[src/rtl/mem_arbiter_if.sv]
// Bus bundle between the two requesters, the arbiter and the memory subsystem.
// The arbiter connects through the slave modport; whatever drives the requests
// and models the memory (a CPU/DMA wrapper or a bench) uses the master modport.
interface mem_arbiter_if #(
  parameter int DATA_WIDTH = 8,
  parameter int ADDR_WIDTH = 16
);
  // Requester handshake: valid/we/addr/wdata are held stable by the requester
  // until ready pulses for one cycle; ready means "accepted and strobed to
  // memory". done pulses once per accepted access, err qualifies done (timeout),
  // and rdata holds the last read result until the next read completes on that port.
  logic                  req0_valid, req1_valid;
  logic                  req0_we, req1_we;
  logic [ADDR_WIDTH-1:0] req0_addr, req1_addr;
  logic [DATA_WIDTH-1:0] req0_wdata, req1_wdata;
  logic                  req0_ready, req1_ready;
  logic                  req0_done, req1_done;
  logic                  req0_err, req1_err;
  logic [DATA_WIDTH-1:0] req0_rdata, req1_rdata;

  // Memory side: one-cycle command strobes, registered address/data.
  logic                  mem_rd_enable, mem_wr_enable;
  logic [ADDR_WIDTH-1:0] mem_addr;
  logic [DATA_WIDTH-1:0] mem_wr_data;
  logic                  mem_busy;
  logic [DATA_WIDTH-1:0] mem_rd_data;

  modport slave (
    input  req0_valid, req1_valid, req0_we, req1_we,
    input  req0_addr, req1_addr, req0_wdata, req1_wdata,
    output req0_ready, req1_ready, req0_done, req1_done,
    output req0_err, req1_err, req0_rdata, req1_rdata,
    output mem_rd_enable, mem_wr_enable, mem_addr, mem_wr_data,
    input  mem_busy, mem_rd_data
  );

  modport master (
    output req0_valid, req1_valid, req0_we, req1_we,
    output req0_addr, req1_addr, req0_wdata, req1_wdata,
    input  req0_ready, req1_ready, req0_done, req1_done,
    input  req0_err, req1_err, req0_rdata, req1_rdata,
    input  mem_rd_enable, mem_wr_enable, mem_addr, mem_wr_data,
    output mem_busy, mem_rd_data
  );
endinterface

[src/rtl/mem_arbiter.sv]
// Two-port memory arbiter: grants one read or write at a time to port 0 (CPU)
// or port 1 (DMA/loader), strobes the memory for one cycle, waits for mem_busy
// to clear (or times out), returns read data and pulses done.
// Optional feature: define MEM_ARB_ROUND_ROBIN_EN for round-robin tie breaking;
// without it port 0 always wins a tie and no last-grant register exists.
module mem_arbiter #(
  parameter int DATA_WIDTH     = 8,
  parameter int ADDR_WIDTH     = 16,
  parameter int TIMEOUT_CYCLES = 255
) (
  input  logic                clk,
  input  logic                reset,
  mem_arbiter_if.slave        bus,
  output logic [1:0]          dbg_state_o
);

  typedef enum logic [1:0] {
    ST_IDLE  = 2'd0,
    ST_ISSUE = 2'd1,
    ST_WAIT  = 2'd2,
    ST_DONE  = 2'd3
  } state_t;

  // WAIT lasts at most TIMEOUT_CYCLES cycles: the counter starts at 0 in the
  // first WAIT cycle, so the abort fires when it has reached TIMEOUT_CYCLES-1.
  localparam logic [15:0] TO_LAST = 16'(TIMEOUT_CYCLES - 1);

  state_t                state_q, state_d;
  logic                  winner_q;
  logic                  we_q;
  logic                  err_q;
  logic [ADDR_WIDTH-1:0] addr_q;
  logic [DATA_WIDTH-1:0] wdata_q;
  logic [DATA_WIDTH-1:0] rdata0_q, rdata1_q;
  logic [15:0]           cnt_q;
  logic                  grant_any;
  logic                  grant_port;
  logic                  timeout_hit;
`ifdef MEM_ARB_ROUND_ROBIN_EN
  logic                  last_q;
`endif

  // Arbitration: pick the port to grant when the FSM is idle.
  always_comb begin
    grant_any = bus.req0_valid | bus.req1_valid;
`ifdef MEM_ARB_ROUND_ROBIN_EN
    if (bus.req0_valid && bus.req1_valid) grant_port = ~last_q;
    else                                  grant_port = ~bus.req0_valid;
`else
    grant_port = ~bus.req0_valid;
`endif
  end

  assign timeout_hit = (state_q == ST_WAIT) && bus.mem_busy && (cnt_q >= TO_LAST);

  // FSM state register.
  always_ff @(posedge clk) begin
    if (reset) state_q <= ST_IDLE;
    else       state_q <= state_d;
  end

  // FSM next-state logic.
  always_comb begin
    state_d = state_q;
    case (state_q)
      ST_IDLE:  if (grant_any) state_d = ST_ISSUE;
      ST_ISSUE: state_d = ST_WAIT;
      ST_WAIT:  if (!bus.mem_busy || timeout_hit) state_d = ST_DONE;
      ST_DONE:  state_d = ST_IDLE;
      default:  state_d = ST_IDLE;
    endcase
  end

  // Command latch, timeout counter, error flag and per-port read data.
  always_ff @(posedge clk) begin
    if (reset) begin
      winner_q <= 1'b0;
      we_q     <= 1'b0;
      err_q    <= 1'b0;
      addr_q   <= '0;
      wdata_q  <= '0;
      rdata0_q <= '0;
      rdata1_q <= '0;
      cnt_q    <= '0;
`ifdef MEM_ARB_ROUND_ROBIN_EN
      last_q   <= 1'b1;
`endif
    end else begin
      case (state_q)
        ST_IDLE: begin
          if (grant_any) begin
            winner_q <= grant_port;
            we_q     <= grant_port ? bus.req1_we    : bus.req0_we;
            addr_q   <= grant_port ? bus.req1_addr  : bus.req0_addr;
            wdata_q  <= grant_port ? bus.req1_wdata : bus.req0_wdata;
            err_q    <= 1'b0;
`ifdef MEM_ARB_ROUND_ROBIN_EN
            last_q   <= grant_port;
`endif
          end
        end
        ST_ISSUE: cnt_q <= '0;
        ST_WAIT: begin
          if (!bus.mem_busy) begin
            // Writes never touch the read-data holding registers.
            if (!we_q) begin
              if (winner_q) rdata1_q <= bus.mem_rd_data;
              else          rdata0_q <= bus.mem_rd_data;
            end
          end else if (timeout_hit) begin
            err_q <= 1'b1;
          end else if (cnt_q != 16'hFFFF) begin
            cnt_q <= cnt_q + 16'd1;
          end
        end
        default: ;
      endcase
    end
  end

  // FSM outputs: strobes and ready in ISSUE, done/err in DONE, for the winner only.
  always_comb begin
    bus.req0_ready    = (state_q == ST_ISSUE) && !winner_q;
    bus.req1_ready    = (state_q == ST_ISSUE) &&  winner_q;
    bus.mem_rd_enable = (state_q == ST_ISSUE) && !we_q;
    bus.mem_wr_enable = (state_q == ST_ISSUE) &&  we_q;
    bus.req0_done     = (state_q == ST_DONE)  && !winner_q;
    bus.req1_done     = (state_q == ST_DONE)  &&  winner_q;
    bus.req0_err      = (state_q == ST_DONE)  && !winner_q && err_q;
    bus.req1_err      = (state_q == ST_DONE)  &&  winner_q && err_q;
    bus.mem_addr      = addr_q;
    bus.mem_wr_data   = wdata_q;
    bus.req0_rdata    = rdata0_q;
    bus.req1_rdata    = rdata1_q;
    dbg_state_o       = state_q;
  end

endmodule

[src/flat_wrapper.sv]
// flat-port wrapper written by rule: the top's interface ports become plain ports
module mem_arbiter_flat 
#(
  parameter int DATA_WIDTH     = 8,
  parameter int ADDR_WIDTH     = 16,
  parameter int TIMEOUT_CYCLES = 255
)
  (clk, reset, dbg_state_o, bus_req0_valid, bus_req1_valid, bus_req0_we, bus_req1_we, bus_req0_addr, bus_req1_addr, bus_req0_wdata, bus_req1_wdata, bus_req0_ready, bus_req1_ready, bus_req0_done, bus_req1_done, bus_req0_err, bus_req1_err, bus_req0_rdata, bus_req1_rdata, bus_mem_rd_enable, bus_mem_wr_enable, bus_mem_addr, bus_mem_wr_data, bus_mem_busy, bus_mem_rd_data);
  mem_arbiter_if #(.DATA_WIDTH(DATA_WIDTH), .ADDR_WIDTH(ADDR_WIDTH)) bus_i ();
  input  logic clk;
  input  logic reset;
  output logic [1:0] dbg_state_o;
  input wire logic [$bits(bus_i.req0_valid)-1:0] bus_req0_valid;
  input wire logic [$bits(bus_i.req1_valid)-1:0] bus_req1_valid;
  input wire logic [$bits(bus_i.req0_we)-1:0] bus_req0_we;
  input wire logic [$bits(bus_i.req1_we)-1:0] bus_req1_we;
  input wire logic [$bits(bus_i.req0_addr)-1:0] bus_req0_addr;
  input wire logic [$bits(bus_i.req1_addr)-1:0] bus_req1_addr;
  input wire logic [$bits(bus_i.req0_wdata)-1:0] bus_req0_wdata;
  input wire logic [$bits(bus_i.req1_wdata)-1:0] bus_req1_wdata;
  output wire logic [$bits(bus_i.req0_ready)-1:0] bus_req0_ready;
  output wire logic [$bits(bus_i.req1_ready)-1:0] bus_req1_ready;
  output wire logic [$bits(bus_i.req0_done)-1:0] bus_req0_done;
  output wire logic [$bits(bus_i.req1_done)-1:0] bus_req1_done;
  output wire logic [$bits(bus_i.req0_err)-1:0] bus_req0_err;
  output wire logic [$bits(bus_i.req1_err)-1:0] bus_req1_err;
  output wire logic [$bits(bus_i.req0_rdata)-1:0] bus_req0_rdata;
  output wire logic [$bits(bus_i.req1_rdata)-1:0] bus_req1_rdata;
  output wire logic [$bits(bus_i.mem_rd_enable)-1:0] bus_mem_rd_enable;
  output wire logic [$bits(bus_i.mem_wr_enable)-1:0] bus_mem_wr_enable;
  output wire logic [$bits(bus_i.mem_addr)-1:0] bus_mem_addr;
  output wire logic [$bits(bus_i.mem_wr_data)-1:0] bus_mem_wr_data;
  input wire logic [$bits(bus_i.mem_busy)-1:0] bus_mem_busy;
  input wire logic [$bits(bus_i.mem_rd_data)-1:0] bus_mem_rd_data;
  assign bus_i.req0_valid = bus_req0_valid;
  assign bus_i.req1_valid = bus_req1_valid;
  assign bus_i.req0_we = bus_req0_we;
  assign bus_i.req1_we = bus_req1_we;
  assign bus_i.req0_addr = bus_req0_addr;
  assign bus_i.req1_addr = bus_req1_addr;
  assign bus_i.req0_wdata = bus_req0_wdata;
  assign bus_i.req1_wdata = bus_req1_wdata;
  assign bus_req0_ready = bus_i.req0_ready;
  assign bus_req1_ready = bus_i.req1_ready;
  assign bus_req0_done = bus_i.req0_done;
  assign bus_req1_done = bus_i.req1_done;
  assign bus_req0_err = bus_i.req0_err;
  assign bus_req1_err = bus_i.req1_err;
  assign bus_req0_rdata = bus_i.req0_rdata;
  assign bus_req1_rdata = bus_i.req1_rdata;
  assign bus_mem_rd_enable = bus_i.mem_rd_enable;
  assign bus_mem_wr_enable = bus_i.mem_wr_enable;
  assign bus_mem_addr = bus_i.mem_addr;
  assign bus_mem_wr_data = bus_i.mem_wr_data;
  assign bus_i.mem_busy = bus_mem_busy;
  assign bus_i.mem_rd_data = bus_mem_rd_data;
  mem_arbiter #(.DATA_WIDTH(DATA_WIDTH), .ADDR_WIDTH(ADDR_WIDTH), .TIMEOUT_CYCLES(TIMEOUT_CYCLES)) u_core (.clk(clk), .reset(reset), .bus(bus_i), .dbg_state_o(dbg_state_o));
endmodule
[config.mk]
export PLATFORM = sky130hd
export DESIGN_NAME = mem_arbiter_flat
export DESIGN_NICKNAME = d
export VERILOG_FILES = /design/src/rtl/mem_arbiter_if.sv /design/src/rtl/mem_arbiter.sv /design/src/flat_wrapper.sv
export SDC_FILE = /design/constraint.sdc
export NUM_CORES = 1
export LEC_CHECK = 0
export ABC_AREA = 1
export CELL_PAD_IN_SITES_DETAIL_PLACEMENT = 1
export CELL_PAD_IN_SITES_GLOBAL_PLACEMENT = 1
export CORE_ASPECT_RATIO = 1.2
export CORE_MARGIN = 5
export CORE_UTILIZATION = 30
export CTS_BUF_LIST = sky130_fd_sc_hd__clkbuf_4 sky130_fd_sc_hd__clkbuf_8
export DETAILED_ROUTE_END_ITERATION = 10
export GPL_TIMING_DRIVEN = 0
export HOLD_SLACK_MARGIN = 0.03
export PLACE_DENSITY = 0.84
export SETUP_SLACK_MARGIN = 0.2
export SLEW_MARGIN = 20
export SYNTH_ARGS = -nofsm -noshare
export SYNTH_HDL_FRONTEND = slang
export SYNTH_SLANG_ARGS = --single-unit
[constraint.sdc]
create_clock -name clk -period 2 [get_ports clk]
set_input_delay 0.4 -clock clk [delete_from_list [all_inputs] [get_ports clk]]
set_output_delay 0.4 -clock clk [all_outputs]
set_load 0.02 [all_outputs]
==> impl_metrics.json <==
{
  "holdPathEnd": "u_core.cnt_q[7]",
  "dp_hpwl_mm": 7.020,
  "seqPwrFrac_pct": 34.3,
  "yosysTopAreaCellShare_pct": 45.44,
  "combPwrFrac_pct": 41.3,
  "die_w_um": 96.41,
  "synth_async_sr_flop_share_pct": 0,
  "slew_viol_final": 0,
  "syn_to_final_growth_pct": 55.17,
  "fmax_mhz": 572.3,
  "grt_usage_pct": 17.38,
  "ys.flop_type": "dfxtp_1",
  "multi_input_area_mm2": 0.001324,
  "ant_nets": 0,
  "hold_buffers": 0,
  "end_kind": "primary output",
  "whs_path_depth": 2,
  "synth.avg_cell_area_um2": 7.465,
  "h-tree-depth": 3,
  "ys_ff_latch": 61,
  "vias": 2868,
  "syn_area_mm2": 0.002688,
  "switchingPower_mw": 1.841,
  "clkPwrFrac_pct": 24.5,
  "critPathMaxStageDelay_ns": 0.64,
  "fin_crit_sh_pct": 87.36,
  "required_ns": 1.60,
  "gp_congestion": 0.8044,
  "critPathArrivalTime_ns": 1.35,
  "total_leakage_power_nw": 1.618,
  "grt_max_degree": 14,
  "vias_per_cell": 4.733,
  "timing.final.crit_period_ns": 1.747,
  "wl_mm": 8.900,
  "syn_nets": 429,
  "nets": 553,
  "slew_headroom_pct": 63.48,
  "die_h_um": 113.7,
  "clk_latency_ns": 0.35,
  "worstMarginPinSlew_ns": 0.5478,
  "setup_viol": 0,
  "wire_per_inst_um": 14.69,
  "yosys_warnings": 0,
  "grt-ovfl-total": 0,
  "cts_buffers": 9,
  "holdCritPathClass": "flip-flop to flip-flop",
  "hold_violations": 0,
  "grt_pass1_vias": 3144,
  "drtIter0Drc": 72,
  "hold_start": "u_core.cnt_q[7]",
  "drive_gt1_share_pct": 12.07,
  "clkSinkCount": 61,
  "p_int_mw": 2.888,
  "powerDensity_mw_per_mm2": 1134,
  "swShare_pct": 38.93,
  "io_pins": 113,
  "tns_ns": 0,
  "clk_pin_slew_ns": 0.08,
  "fin_skew_ns": 0.009040,
  "fin_util_pct": 48.17,
  "finalPower_mw": 4.729,
  "synth_edf_count": 0,
  "drc_errors": 0,
  "clock_path_buffers": 2,
  "start_util_pct": 31.04,
  "yosysTopAreaCell": "dfxtp_1",
  "drv_cap": 0,
  "antenna_found_initial": 0,
  "peakVddDrop_uv": 406.4,
  "ys_seq_area_share_pct": 45.44,
  "port_buffers": 111,
  "r2r_start": "u_core.dbg_state_o[0]",
  "crit_chain": "clkdlybuf4s50_1",
  "root_buffer": "clkbuf_8",
  "startpoint_type": "flip-flop",
  "ys_types": 23,
  "status": "finished clean",
  "synthTopCellsByArea": "dfxtp_1 45%, nand2_1 11%, o21ai_0 8.2%",
  "placement_rows": 37,
  "dieArea_mm2": 0.01096,
  "syn_inst": 360,
  "worst-r2r-setup-slack_ns": 0.34,
  "fp.coreArea_mm2": 0.008657,
  "tritoncts": "built",
  "regArea_mm2": 0.001230,
  "pre_cts_slack_ns": 0.03514,
  "path_class": "flip-flop to primary output",
  "whs_ns": 0.4556,
  "grt_pass1_wl_mm": 14.87,
  "rsz0062_at_grt": "yes",
  "critPathBufInv": 1,
  "r2r_end": "u_core.we_q",
  "slowest_stage": "clkdlybuf4s50_1",
  "crit_family": "buffers and inverters",
  "dr.pass1.iters": 4,
  "fin_ws_ns": 0.2527,
  "reg2reg_depth": 7,
  "nFillCells": 1080,
  "antennaDiodeCount": 0,
  "crit_fanout": 2
}
-- power groups by stage --
| stage | Combinational (mW) | Clock (mW) | Sequential, mW |
|---|---|---|---|
| 3_5_place_dp | 1.92 | 0 | 1.63 |
| 6_report | 1.95 | 1.16 | 1.62 |
| 5_1_grt | 2.15 | 1.25 | 1.66 |
| 2_1_floorplan | 0.796 | 0 | 1.85 |
| 4_1_cts | 1.93 | 1.19 | 1.62 |
| 3_3_place_gp | 1.87 | 0 | 1.62 |
-- state kept, by name (all words and copies together), names as in the netlist --
name / cells
u_core.bus.mem_addr: 16
u_core.cnt_q: 16
u_core.bus.mem_wr_data: 8
u_core.bus.req0_rdata: 8
u_core.bus.req1_rdata: 8
u_core.dbg_state_o: 2
u_core.err_q: 1
u_core.we_q: 1
u_core.winner_q: 1
-- placed cells by master, fill, tap and decap left out, types with 3 or more instances in the layout --
cell,Yosys,final
nand3_1,14,14
nor3b_2,7,7
clkbuf_1,14,10
clkbuf_4,0,3
ha_1,6,3
o21ai_0,44,43
a31oi_1,25,25
clkdlybuf4s50_1,0,103
nand2_1,76,76
nor2_1,55,55
inv_1,21,20
buf_2,3,9
clkbuf_8,0,9
a21oi_1,12,12
nand2_2,4,4
buf_4,0,3
nor3_1,5,4
inv_2,2,3
inv_6,0,4
dfxtp_1,61,58
-- cells in the mapped netlist, types with 2 or more instances --
| cell | n |
|---|---|
| nand2_1 | 76 |
| dfxtp_1 | 61 |
| nor2_1 | 55 |
| o21ai_0 | 44 |
| a31oi_1 | 25 |
| inv_1 | 21 |
| clkbuf_1 | 14 |
| nand3_1 | 14 |
| a21oi_1 | 12 |
| nor3b_2 | 7 |
| ha_1 | 6 |
| nor3_1 | 5 |
| nand2_2 | 4 |
| buf_2 | 3 |
| inv_2 | 2 |
| nor2_2 | 2 |
| o21bai_1 | 2 |
| xor2_1 | 2 |
-- metrics by stage --
stage / cells / instance area [um^2]
finish: 606 / 4170
global route: 606 / 4170
CTS: 604 / 4154
detailed placement: 588 / 3945
global placement: 588 / 3945
floorplan: 360 / 2688
-- repair_timing --
| action | in CTS | in global routing |
|---|---|---|
| setup buffers | 0 | 2 |
| endpoints found under the setup margin | 35 | 45 |
| gates resized for setup | 35 | 24 |
| gates cloned | 0 | 0 |
| pin swaps | 0 | 1 |
-- routing by layer --
metal  routed length (um)  up-vias  GRT usage [%]  share of wire [%]
met2                 4622       85          31.05                 52
li1                     -     1442              -                  -
met5                    0        -              0                  0
met1                 3590     1331          19.19                 40
met3                  537       10          4.947                6.0
met4                  149        0          6.455                1.7
-- cell families after synthesis --
| logic type | Yosys count | synth area share [%] |
|---|---|---|
| AND/OR/NAND/NOR | 165 | 27.56 |
| flip-flops | 61 | 45.44 |
| XOR/XNOR | 3 | 0.9778 |
| buffers and inverters | 41 | 6.145 |
| AO/OA/AOI/OAI | 84 | 17.09 |
| adder cells (fa/ha/maj) | 6 | 2.793 |
-- layout make-up --
| type | count | share of cell area, % |
|---|---|---|
| Buffer | 18 | 2.190 |
| Clock buffer | 9 | 2.970 |
| Clock inverter | 7 | 1.920 |
| Inverter | 23 | 2.070 |
| Multi-Input combinational cell | 258 | 31.74 |
| Sequential cell | 61 | 29.49 |
| Tap cell | 117 | 3.510 |
| Timing Repair Buffer | 113 | 26.10 |
-- how the worst max path moves through the flow --
stage | depth (start not counted) | slack [ns] | startpoint | endpoint
detailed placement | 6 | 0.04 | bus_req0_valid | u_core.bus.mem_wr_data[3]
CTS | 7 | 0.16 | u_core.dbg_state_o[1] | u_core.bus.mem_wr_data[4]
finish | 1 | 0.25 | u_core.bus.mem_addr[1] | bus_mem_addr[1]
floorplan | 3 | 0.41 | u_core.dbg_state_o[1] | bus_req0_err
global route | 7 | 0.18 | u_core.dbg_state_o[0] | u_core.we_q
global placement | 6 | 0.12 | bus_req0_valid | u_core.bus.mem_addr[6]
(Power assumes the default switching activity.)
